===== config.mk =====
export PLATFORM = sky130hd
export DESIGN_NAME = if_stage_flat
export DESIGN_NICKNAME = d
export VERILOG_FILES = /design/src/rtl/if_stage_if.sv /design/src/rtl/if_stage.sv /design/src/flat_wrapper.sv
export SDC_FILE = /design/constraint.sdc
export NUM_CORES = 1
export LEC_CHECK = 0
export ABC_CLOCK_PERIOD_IN_PS = 2100
export CAP_MARGIN = 20
export CELL_PAD_IN_SITES_DETAIL_PLACEMENT = 0
export CELL_PAD_IN_SITES_GLOBAL_PLACEMENT = 1
export CORE_ASPECT_RATIO = 0.8
export CORE_MARGIN = 10
export CORE_UTILIZATION = 23
export CTS_BUF_LIST = sky130_fd_sc_hd__clkbuf_2
export DETAILED_ROUTE_END_ITERATION = 8
export HOLD_SLACK_MARGIN = 0.02
export PLACE_DENSITY = 0.89
export SLEW_MARGIN = 15
export SYNTH_ARGS = -nofsm -noshare
export SYNTH_HDL_FRONTEND = slang
export SYNTH_SLANG_ARGS = --single-unit

===== constraint.sdc =====
create_clock -name clk -period 2.1 [get_ports clk]
set_input_delay 0.42 -clock clk [delete_from_list [all_inputs] [get_ports clk]]
set_output_delay 0.42 -clock clk [all_outputs]
set_load 0.01 [all_outputs]

===== src/rtl/if_stage_if.sv =====
// Fetch-stage bus: hazard/redirect controls in, instruction memory port, IF/ID outputs.
// The master side is the surrounding pipeline; the slave side is if_stage.
interface if_stage_if;
  logic        pc_write;
  logic        branch_taken;
  logic [31:0] branch_target;
  logic        jump;
  logic [31:0] jump_target;
  logic [31:0] imem_addr;
  logic [31:0] imem_rdata;
  logic [31:0] PC4;
  logic [31:0] instr_code;
  logic        flush;
  logic        misalign_err;
  logic [15:0] fetch_count;
  logic        halted;

  modport master (
    output pc_write,
    output branch_taken,
    output branch_target,
    output jump,
    output jump_target,
    output imem_rdata,
    input  imem_addr,
    input  PC4,
    input  instr_code,
    input  flush,
    input  misalign_err,
    input  fetch_count,
    input  halted
  );

  modport slave (
    input  pc_write,
    input  branch_taken,
    input  branch_target,
    input  jump,
    input  jump_target,
    input  imem_rdata,
    output imem_addr,
    output PC4,
    output instr_code,
    output flush,
    output misalign_err,
    output fetch_count,
    output halted
  );
endinterface


===== src/rtl/if_stage.sv =====
// Instruction fetch stage: PC register, redirect/stall handling, sticky misalign flag,
// saturating fetch counter. Optional halt-on-0xFFFFFFFF detection via IF_HALT_DETECT_EN.
module if_stage #(
  parameter logic [31:0] RESET_PC = 32'h0000_0000
) (
  input  logic        clk,
  input  logic        reset,
  if_stage_if.slave   bus
);

`ifdef IF_HALT_DETECT_EN
  typedef enum logic [1:0] {StFetch, StStall, StHalt} state_e;
`else
  typedef enum logic [0:0] {StFetch, StStall} state_e;
`endif

  localparam logic [31:0] HaltWord = 32'hFFFF_FFFF;

  state_e      state_q, state_d;
  logic [31:0] pc_q, pc_d;
  logic [15:0] fetch_count_q, fetch_count_d;
  logic        misalign_q, misalign_d;

  logic        redirect;
  logic [31:0] target_raw;
  logic [31:0] target;
  logic        pc_we;
  logic        halt_hit;

  // The EX branch is older than the ID jump, so it wins the target select.
  assign redirect   = bus.branch_taken | bus.jump;
  assign target_raw = bus.branch_taken ? bus.branch_target : bus.jump_target;
  assign target     = {target_raw[31:2], 2'b00};

`ifdef IF_HALT_DETECT_EN
  assign halt_hit = (state_q == StFetch) && !redirect && (bus.imem_rdata == HaltWord);
`else
  assign halt_hit = 1'b0;
`endif

  always_ff @(posedge clk) begin
    if (!reset) begin
      state_q       <= StFetch;
      pc_q          <= RESET_PC;
      fetch_count_q <= 16'h0000;
      misalign_q    <= 1'b0;
    end else begin
      state_q       <= state_d;
      pc_q          <= pc_d;
      fetch_count_q <= fetch_count_d;
      misalign_q    <= misalign_d;
    end
  end

  always_comb begin
    state_d = state_q;
    pc_d    = pc_q;
    pc_we   = 1'b0;
    if (redirect) begin
      // Redirect overrides a stall and leaves HALT.
      state_d = StFetch;
      pc_d    = target;
      pc_we   = 1'b1;
    end else if (halt_hit) begin
`ifdef IF_HALT_DETECT_EN
      state_d = StHalt;
`endif
    end else begin
      unique case (state_q)
`ifdef IF_HALT_DETECT_EN
        StHalt: state_d = StHalt;
`endif
        StFetch, StStall: begin
          if (bus.pc_write) begin
            state_d = StFetch;
            pc_d    = pc_q + 32'd4;
            pc_we   = 1'b1;
          end else begin
            state_d = StStall;
          end
        end
        default: state_d = StFetch;
      endcase
    end

    fetch_count_d = fetch_count_q;
    if (pc_we && (fetch_count_q != 16'hFFFF)) begin
      fetch_count_d = fetch_count_q + 16'd1;
    end

    misalign_d = misalign_q | (redirect & (target_raw[1:0] != 2'b00));
  end

  always_comb begin
    bus.imem_addr    = pc_q;
    bus.PC4          = pc_q + 32'd4;
    bus.flush        = redirect;
    bus.misalign_err = misalign_q;
    bus.fetch_count  = fetch_count_q;
`ifdef IF_HALT_DETECT_EN
    bus.halted       = (state_q == StHalt);
`else
    bus.halted       = 1'b0;
`endif
    bus.instr_code   = bus.halted ? 32'h0000_0000 : bus.imem_rdata;
  end

endmodule


===== src/flat_wrapper.sv =====
// flat-port wrapper written by rule: the top's interface ports become plain ports
module if_stage_flat 
#(
  parameter logic [31:0] RESET_PC = 32'h0000_0000
)
  (clk, reset, bus_pc_write, bus_branch_taken, bus_branch_target, bus_jump, bus_jump_target, bus_imem_rdata, bus_imem_addr, bus_PC4, bus_instr_code, bus_flush, bus_misalign_err, bus_fetch_count, bus_halted);
  if_stage_if bus_i ();
  input  logic clk;
  input  logic reset;
  input wire logic [$bits(bus_i.pc_write)-1:0] bus_pc_write;
  input wire logic [$bits(bus_i.branch_taken)-1:0] bus_branch_taken;
  input wire logic [$bits(bus_i.branch_target)-1:0] bus_branch_target;
  input wire logic [$bits(bus_i.jump)-1:0] bus_jump;
  input wire logic [$bits(bus_i.jump_target)-1:0] bus_jump_target;
  input wire logic [$bits(bus_i.imem_rdata)-1:0] bus_imem_rdata;
  output wire logic [$bits(bus_i.imem_addr)-1:0] bus_imem_addr;
  output wire logic [$bits(bus_i.PC4)-1:0] bus_PC4;
  output wire logic [$bits(bus_i.instr_code)-1:0] bus_instr_code;
  output wire logic [$bits(bus_i.flush)-1:0] bus_flush;
  output wire logic [$bits(bus_i.misalign_err)-1:0] bus_misalign_err;
  output wire logic [$bits(bus_i.fetch_count)-1:0] bus_fetch_count;
  output wire logic [$bits(bus_i.halted)-1:0] bus_halted;
  assign bus_i.pc_write = bus_pc_write;
  assign bus_i.branch_taken = bus_branch_taken;
  assign bus_i.branch_target = bus_branch_target;
  assign bus_i.jump = bus_jump;
  assign bus_i.jump_target = bus_jump_target;
  assign bus_i.imem_rdata = bus_imem_rdata;
  assign bus_imem_addr = bus_i.imem_addr;
  assign bus_PC4 = bus_i.PC4;
  assign bus_instr_code = bus_i.instr_code;
  assign bus_flush = bus_i.flush;
  assign bus_misalign_err = bus_i.misalign_err;
  assign bus_fetch_count = bus_i.fetch_count;
  assign bus_halted = bus_i.halted;
  if_stage #(.RESET_PC(RESET_PC)) u_core (.clk(clk), .reset(reset), .bus(bus_i));
endmodule

==> results.py, run 1 <==
metrics = {
    "outcome": {
        "status": "finished with violations",
        "violations": "setup timing",
    },
    "cells_and_area": {
        "utilization": 0.421,
        "area_growth_pct": 77.3,
        "drive_gt1_frac": 0.337,
        "fin_area_um2": 6390,
        "final_common_cell": "buf_4",
        "mostFrequentLayoutCells": "buf_4 (134), clkdlybuf4s50_1 (111), o21ai_0 (44), nand2_1 (43), a21oi_1 (35)",
        "nets": 828,
    },
    "place": {
        "dp_hpwl_um": 12400,
        "postPlaceCellArea_um2": 5890,
        "numPortBuffers": 146,
        "place_congestion": 0.846,
    },
    "synthesis": {
        "synth-xor-area-share": 0.0876,
        "ys_warn_count": 0,
        "syn_area_um2": 3600,
        "ys.flop_type": "dfxtp_1",
        "synthCells": 491,
        "synth_compound_area_frac": 0.222,
        "postSynthAreaPerCell_um2": 7.33,
        "synth-edff-count": 0,
        "ys_types": 61,
        "yosysSeqAreaShare": 0.261,
        "synth_top_family_by_area": "simple AND/OR/NAND/NOR gates",
        "synth-adder-area-share": 0.00695,
        "muxShareOfSynthArea": 0.0226,
        "synthSimpleGateAreaFrac": 0.271,
        "synth_seq_cells": 47,
        "async_flop_share": 0,
    },
    "floorplanning": {
        "die_h_um": 132,
        "dieArea_um2": 21100,
        "coreArea_um2": 15200,
        "num_rows": 40,
        "start_util": 0.237,
        "ios": 216,
        "dieWidth_um": 160,
    },
    "worst_setup_path": {
        "slowest_stage": "or4_4",
        "cpPeakStageDelay_ns": 0.54,
        "crit_arrival_ns": 2.28,
        "cp-end-kind": "primary output",
        "r2r_slack_ns": -0.46,
        "critPathTopFamily": "simple AND/OR/NAND/NOR gates",
        "path_depth": 7,
        "r2r-start": "u_core.bus.imem_addr[3]$_SDFFE_PN0P_",
        "path_common_cell": "buf_6",
        "path_class": "flip-flop to primary output",
        "cp.required_ns": 1.68,
        "rr_worst_depth": 17,
        "crit_buf_inv": 2,
        "worstPathCellList": "ha_4, nand3_4, or4_4, buf_6, or3_4, nand2_2, buf_6",
        "crit_path_max_fanout": 4,
        "start_kind": "flip-flop",
        "rr_endpoint": "u_core.bus.imem_addr[28]$_SDFFE_PN0P_",
    },
    "timing": {
        "fin_crit_sh": 1.29,
        "fmax_mhz": 371,
        "clock_skew_ns": 0.0293,
        "rsz0062_at_grt": "yes",
        "finalSetupViolCount": 27,
        "slew_violations": 0,
        "min_period_ns": 2.70,
        "layout_setup_ws_ns": -0.599,
        "finalHoldViolations": 0,
    },
    "hold_path": {
        "holdPathStages": 2,
        "holdPathEnd": "u_core.bus.misalign_err$_SDFF_PN0_",
        "holdCritStartpoint": "u_core.bus.misalign_err$_SDFF_PN0_",
        "worstHoldPathType": "flip-flop to flip-flop",
    },
    "global_route": {
        "grt_use_total": 0.143,
        "grt_pass1_vias": 4429,
        "grt_max_degree": 31,
        "grt.overflow.total": 0,
        "grt_pass1_wl_um": 24600,
        "antenna_found_initial": 1,
    },
    "drt": {
        "wl_per_cell_um": 17.3,
        "num_vias": 4456,
        "drt_iter0_drc": 354,
        "drcViolationCount": 0,
        "firstDrtPassIters": 5,
        "antenna_left": 0,
        "drt_wl_total_um": 16200,
        "viasPerCell": 4.76,
    },
    "clock_network": {
        "cts_root_buf": "clkbuf_2",
        "clkSinkCount": 47,
        "ctsHtreeMaxLevel": 2,
        "cts_made_buffers": 5,
        "clk_latency_ns": 0.45,
        "cts.path.max_buffers": 2,
        "cts_tree": "built",
        "clkTransAtPathRegs_ns": 0.26,
    },
    "power_and_ir_drop": {
        "clockPowerShare": 0.259,
        "leakagePower_uw": 0.00273,
        "intPower_uw": 1760,
        "pwr-share-seq": 0.384,
        "p_sw_frac": 0.314,
        "ir_drop_v": 0.000297,
        "combinationalPowerShare": 0.358,
        "power_per_cell_area_nw_per_um2": 401,
        "total_power_uw": 2560,
        "power.switching_uw": 806,
    },
    "run": {
        "drv_cap": 0,
    },
}
## power by group through the flow
stage	logic, uW	registers [uW]	clock network (uW)
after floorplan	389	1050	0
after global routing	994	992	714
final	917	984	663
after CTS	910	983	676
after global placement	919	997	0
after detailed placement	924	1000	0
## timing repair
item	in CTS	in global routing
setup endpoints to repair	31	39
resized for setup	161	25
pin swaps	20	20
buffers inserted	25	11
hold buffers	0	0
## cell type report
cell class,instances,area [um2]
diodes,1,2.50
clock buffers,5,25.0
clock inverters,3,66.3
fillers,1548,8780
inverters,14,52.6
multi-input cells,366,2530
flip-flops and latches,47,965
well taps,210,263
repair buffers,291,2480
## sequential cells by signal (all words and copies together) (netlist names)
register                 cells
u_core.bus.fetch_count      16
u_core.bus.imem_addr        30
u_core.bus.misalign_err      1
## stage by stage
step                      setup TNS (ns)  hold WS, ns  worst slack [ns]  instances
after detailed placement          -12.56        0.470            -0.545        895
after global placement            -12.17        0.449            -0.512        895
after global routing              -15.18        0.475            -0.716        936
after floorplan                  -0.0453        0.498           -0.0310        495
final                             -11.02        0.508            -0.599        937
after CTS                         -11.93        0.459            -0.663        927
## routing by layer
| layer | global-route usage | vias to the layer above | wire [um] |
|---|---|---|---|
| met1 | 0.186 | 2108 | 7340 |
| met5 | 0 | - | 0 |
| met3 | 0.0502 | 15 | 1390 |
| met2 | 0.224 | 151 | 7400 |
| li1 | - | 2182 | - |
| met4 | 0.0239 | 0 | 120 |
## synthesized netlist by cell type (3+ instances only)
master | n | area (um2)
a211oi_1 | 6 | 45.0
a21oi_1 | 35 | 175
a221o_1 | 4 | 40.0
a222oi_1 | 3 | 30.0
a22oi_1 | 4 | 30.0
and4_1 | 4 | 35.0
buf_4 | 37 | 278
clkbuf_1 | 26 | 97.6
dfxtp_1 | 47 | 941
inv_1 | 12 | 45.0
mux2i_1 | 7 | 70.1
nand2_1 | 47 | 176
nand2b_1 | 9 | 56.3
nand3_1 | 23 | 115
nand4_1 | 16 | 100
nor2_1 | 34 | 128
nor2b_1 | 9 | 56.3
nor3_1 | 17 | 85.1
nor4_1 | 6 | 37.5
o211ai_1 | 3 | 22.5
o21ai_0 | 44 | 220
o22ai_1 | 3 | 18.8
o31a_1 | 3 | 26.3
o31ai_1 | 4 | 30.0
or2_2 | 3 | 18.8
or3_1 | 4 | 25.0
xnor2_1 | 30 | 263
xor2_1 | 6 | 52.6
## worst register-to-register path, delay by kind of cell, from the launching register on
family,cells,cell delay (ns)
flip-flops,1,0.41
AO/OA/AOI/OAI,2,0.33
adder cells (fa/ha/maj),1,0.16
AND/OR/NAND/NOR,3,0.19
buffers and inverters,11,1.38
## worst max path at each step
stage,start,endpoint
after floorplan,u_core.bus.imem_addr[2]$_SDFFE_PN0P_,bus_PC4[22]
after global placement,u_core.bus.imem_addr[3]$_SDFFE_PN0P_,bus_PC4[16]
after detailed placement,u_core.bus.imem_addr[3]$_SDFFE_PN0P_,bus_PC4[16]
after CTS,u_core.bus.imem_addr[2]$_SDFFE_PN0P_,bus_PC4[16]
after global routing,u_core.bus.imem_addr[3]$_SDFFE_PN0P_,bus_PC4[18]
final,u_core.bus.imem_addr[3]$_SDFFE_PN0P_,bus_PC4[16]
## cells by family after synthesis
kind of cell	count (synthesis)
AO/OA/AOI/OAI	127
XOR/XNOR	36
adder cells (fa/ha/maj)	2
buffers and inverters	82
flip-flops	47
multiplexers	8
other	1
AND/OR/NAND/NOR	188
Power figures use the tool's default switching activity.
==> run 2, diff against run 1 <==
--- a/config.mk
+++ b/config.mk
@@ -16,6 +16,7 @@
 export DETAILED_ROUTE_END_ITERATION = 8
 export HOLD_SLACK_MARGIN = 0.02
 export PLACE_DENSITY = 0.89
+export SETUP_SLACK_MARGIN = 0.15
 export SLEW_MARGIN = 15
 export SYNTH_ARGS = -nofsm -noshare
 export SYNTH_HDL_FRONTEND = slang
==> constraint.sdc (replaced) <==
create_clock -name clk -period 2.1 [get_ports clk]
set_input_delay 0.21 -clock clk [delete_from_list [all_inputs] [get_ports clk]]
set_output_delay 0.21 -clock clk [all_outputs]
set_load 0.01 [all_outputs]
==> results.py, run 2 (synthesized netlist as in run 1, its figures left out) <==
metrics = {
    "outcome": {
        "status": "finished with violations",
        "violations": "setup timing",
    },
    "place": {
        "numPortBuffers": 146,
        "dp_hpwl_um": 12600,
        "place_congestion": 0.865,
    },
    "worst_setup_path": {
        "worstSetupStartpoint": "u_core.bus.imem_addr[3]$_SDFFE_PN0P_",
        "crit_path_max_fanout": 3,
        "r2r-start": "u_core.bus.imem_addr[3]$_SDFFE_PN0P_",
        "cp-end-kind": "primary output",
        "rr_worst_depth": 13,
        "path_class": "flip-flop to primary output",
        "cp.required_ns": 1.89,
        "slowest_stage": "or4_4",
        "worstPathCellList": "ha_4, nand3_4, or4_4, nor2_4, buf_6, buf_6, nand2_4, xnor2_2, buf_2",
        "start_kind": "flip-flop",
        "crit_arrival_ns": 2.37,
        "cpPeakStageDelay_ns": 0.54,
        "path_common_cell": "buf_6",
    },
    "global_route": {
        "antenna_found_initial": 0,
        "grt_pass1_vias": 4431,
        "grt_use_total": 0.143,
        "grt_max_degree": 31,
        "grt.overflow.total": 0,
        "grt_pass1_wl_um": 24600,
    },
    "floorplanning": {
        "dieArea_um2": 21100,
        "coreArea_um2": 15200,
        "dieWidth_um": 160,
        "num_rows": 40,
        "ios": 216,
        "die_h_um": 132,
        "start_util": 0.237,
    },
    "drt": {
        "drcViolationCount": 0,
        "viasPerCell": 4.76,
        "drt_iter0_drc": 273,
        "drt_wl_total_um": 16200,
        "firstDrtPassIters": 5,
        "wl_per_cell_um": 17.6,
        "antenna_left": 0,
        "num_vias": 4381,
    },
    "timing": {
        "finalHoldViolations": 0,
        "fin_crit_sh": 1.23,
        "rsz0062_at_grt": "yes",
        "slew_violations": 0,
        "hold_ws_ns": 0.203,
        "finalSetupViolCount": 23,
        "worst_pin_slew_ns": 0.566,
        "fmax_mhz": 388,
        "min_period_ns": 2.58,
        "relSlewSlack": 0.619,
        "clock_skew_ns": 0.0161,
        "layout_setup_ws_ns": -0.475,
    },
    "power_and_ir_drop": {
        "leakagePower_uw": 0.00266,
        "power_per_cell_area_nw_per_um2": 383,
        "total_power_uw": 2440,
        "ir_drop_v": 0.000222,
    },
    "clock_network": {
        "clk_latency_ns": 0.45,
        "cts_made_buffers": 5,
        "clkSinkCount": 47,
        "cts_root_buf": "clkbuf_2",
        "clkTransAtPathRegs_ns": 0.26,
        "cts_tree": "built",
        "cts.path.max_buffers": 2,
        "ctsHtreeMaxLevel": 2,
    },
    "cells_and_area": {
        "diodes": 0,
        "mostFrequentLayoutCells": "clkdlybuf4s50_1 (116), buf_4 (113), nand2_1 (43), o21ai_0 (41), dfxtp_1 (35)",
        "nets": 813,
        "drive_gt1_frac": 0.345,
        "fillers": 1523,
        "final_common_cell": "clkdlybuf4s50_1",
        "area_growth_pct": 77.4,
        "largest_reg_flops": 30,
    },
    "hold_path": {
        "holdCritStartpoint": "bus_branch_taken",
        "holdPathStages": 3,
        "worstHoldPathType": "input pin to flip-flop",
    },
    "run": {
        "drv_cap": 0,
    },
}
## run 2: timing repair
action	in CTS	in global routing
endpoints found under the hold margin	0	0
resized for setup	159	58
hold buffers	0	0
buffers inserted	17	15
endpoints found under the setup margin	34	49
pin swaps	20	33
## run 2: worst max-delay path: cells and delay by family, from the launching register on
kind                       cells  cell delay, ns
DFF                            1            0.43
and+or+nand+nor                4            0.86
buffers and inverters          3            0.36
xor gates and xnor gates       1            0.13
adders and majority gates      1            0.14
## run 2: cell type report
cell class,count,area (um2),area share
sequential,47,966,0.151
multi-input combinational,366,2650,0.414
clock buffer,5,25.0,0.00392
clock inverter,3,43.8,0.00686
inverter,14,52.6,0.00823
timing repair buffer,276,2390,0.374
tap,210,263,0.0411
## run 2: path summary, 6_finish.rpt
path / to / slack [ns]
max: bus_PC4[26] / -0.48
min: u_core.bus.imem_addr[11]$_SDFFE_PN0P_ / 0.20
max reg2reg: u_core.bus.imem_addr[19]$_SDFFE_PN0P_ / -0.13
min reg2reg: u_core.bus.misalign_err$_SDFF_PN0_ / 0.51
## run 2: where the power goes
part           switching, uW  internal, uW  leakage (uW)
Clock                    334           202     0.0000429
Sequential              48.0           949      0.000391
Combinational            431           481       0.00223
Total                    813          1630       0.00266
## run 2: through the flow
step                      cells  setup WS (ns)  setup TNS (ns)  utilization  instance area (um2)
after floorplan             495          0.162               0            -                 3700
after global placement      881         -0.244           -2.72        0.378                 5730
after detailed placement    881         -0.307           -3.74        0.378                 5730
final                       921         -0.475           -6.59        0.421                 6390
after CTS                   906         -0.525           -7.21        0.399                 6040
after global routing        921         -0.605          -10.58        0.421                 6390
## run 2: routing by layer
metal,vias to the layer above,global-route usage,wire length (um)
met2,152,0.237,7570
met1,2054,0.178,7190
met3,20,0.0421,1180
met4,0,0.0356,274
met5,-,0,0
li1,2155,-,-
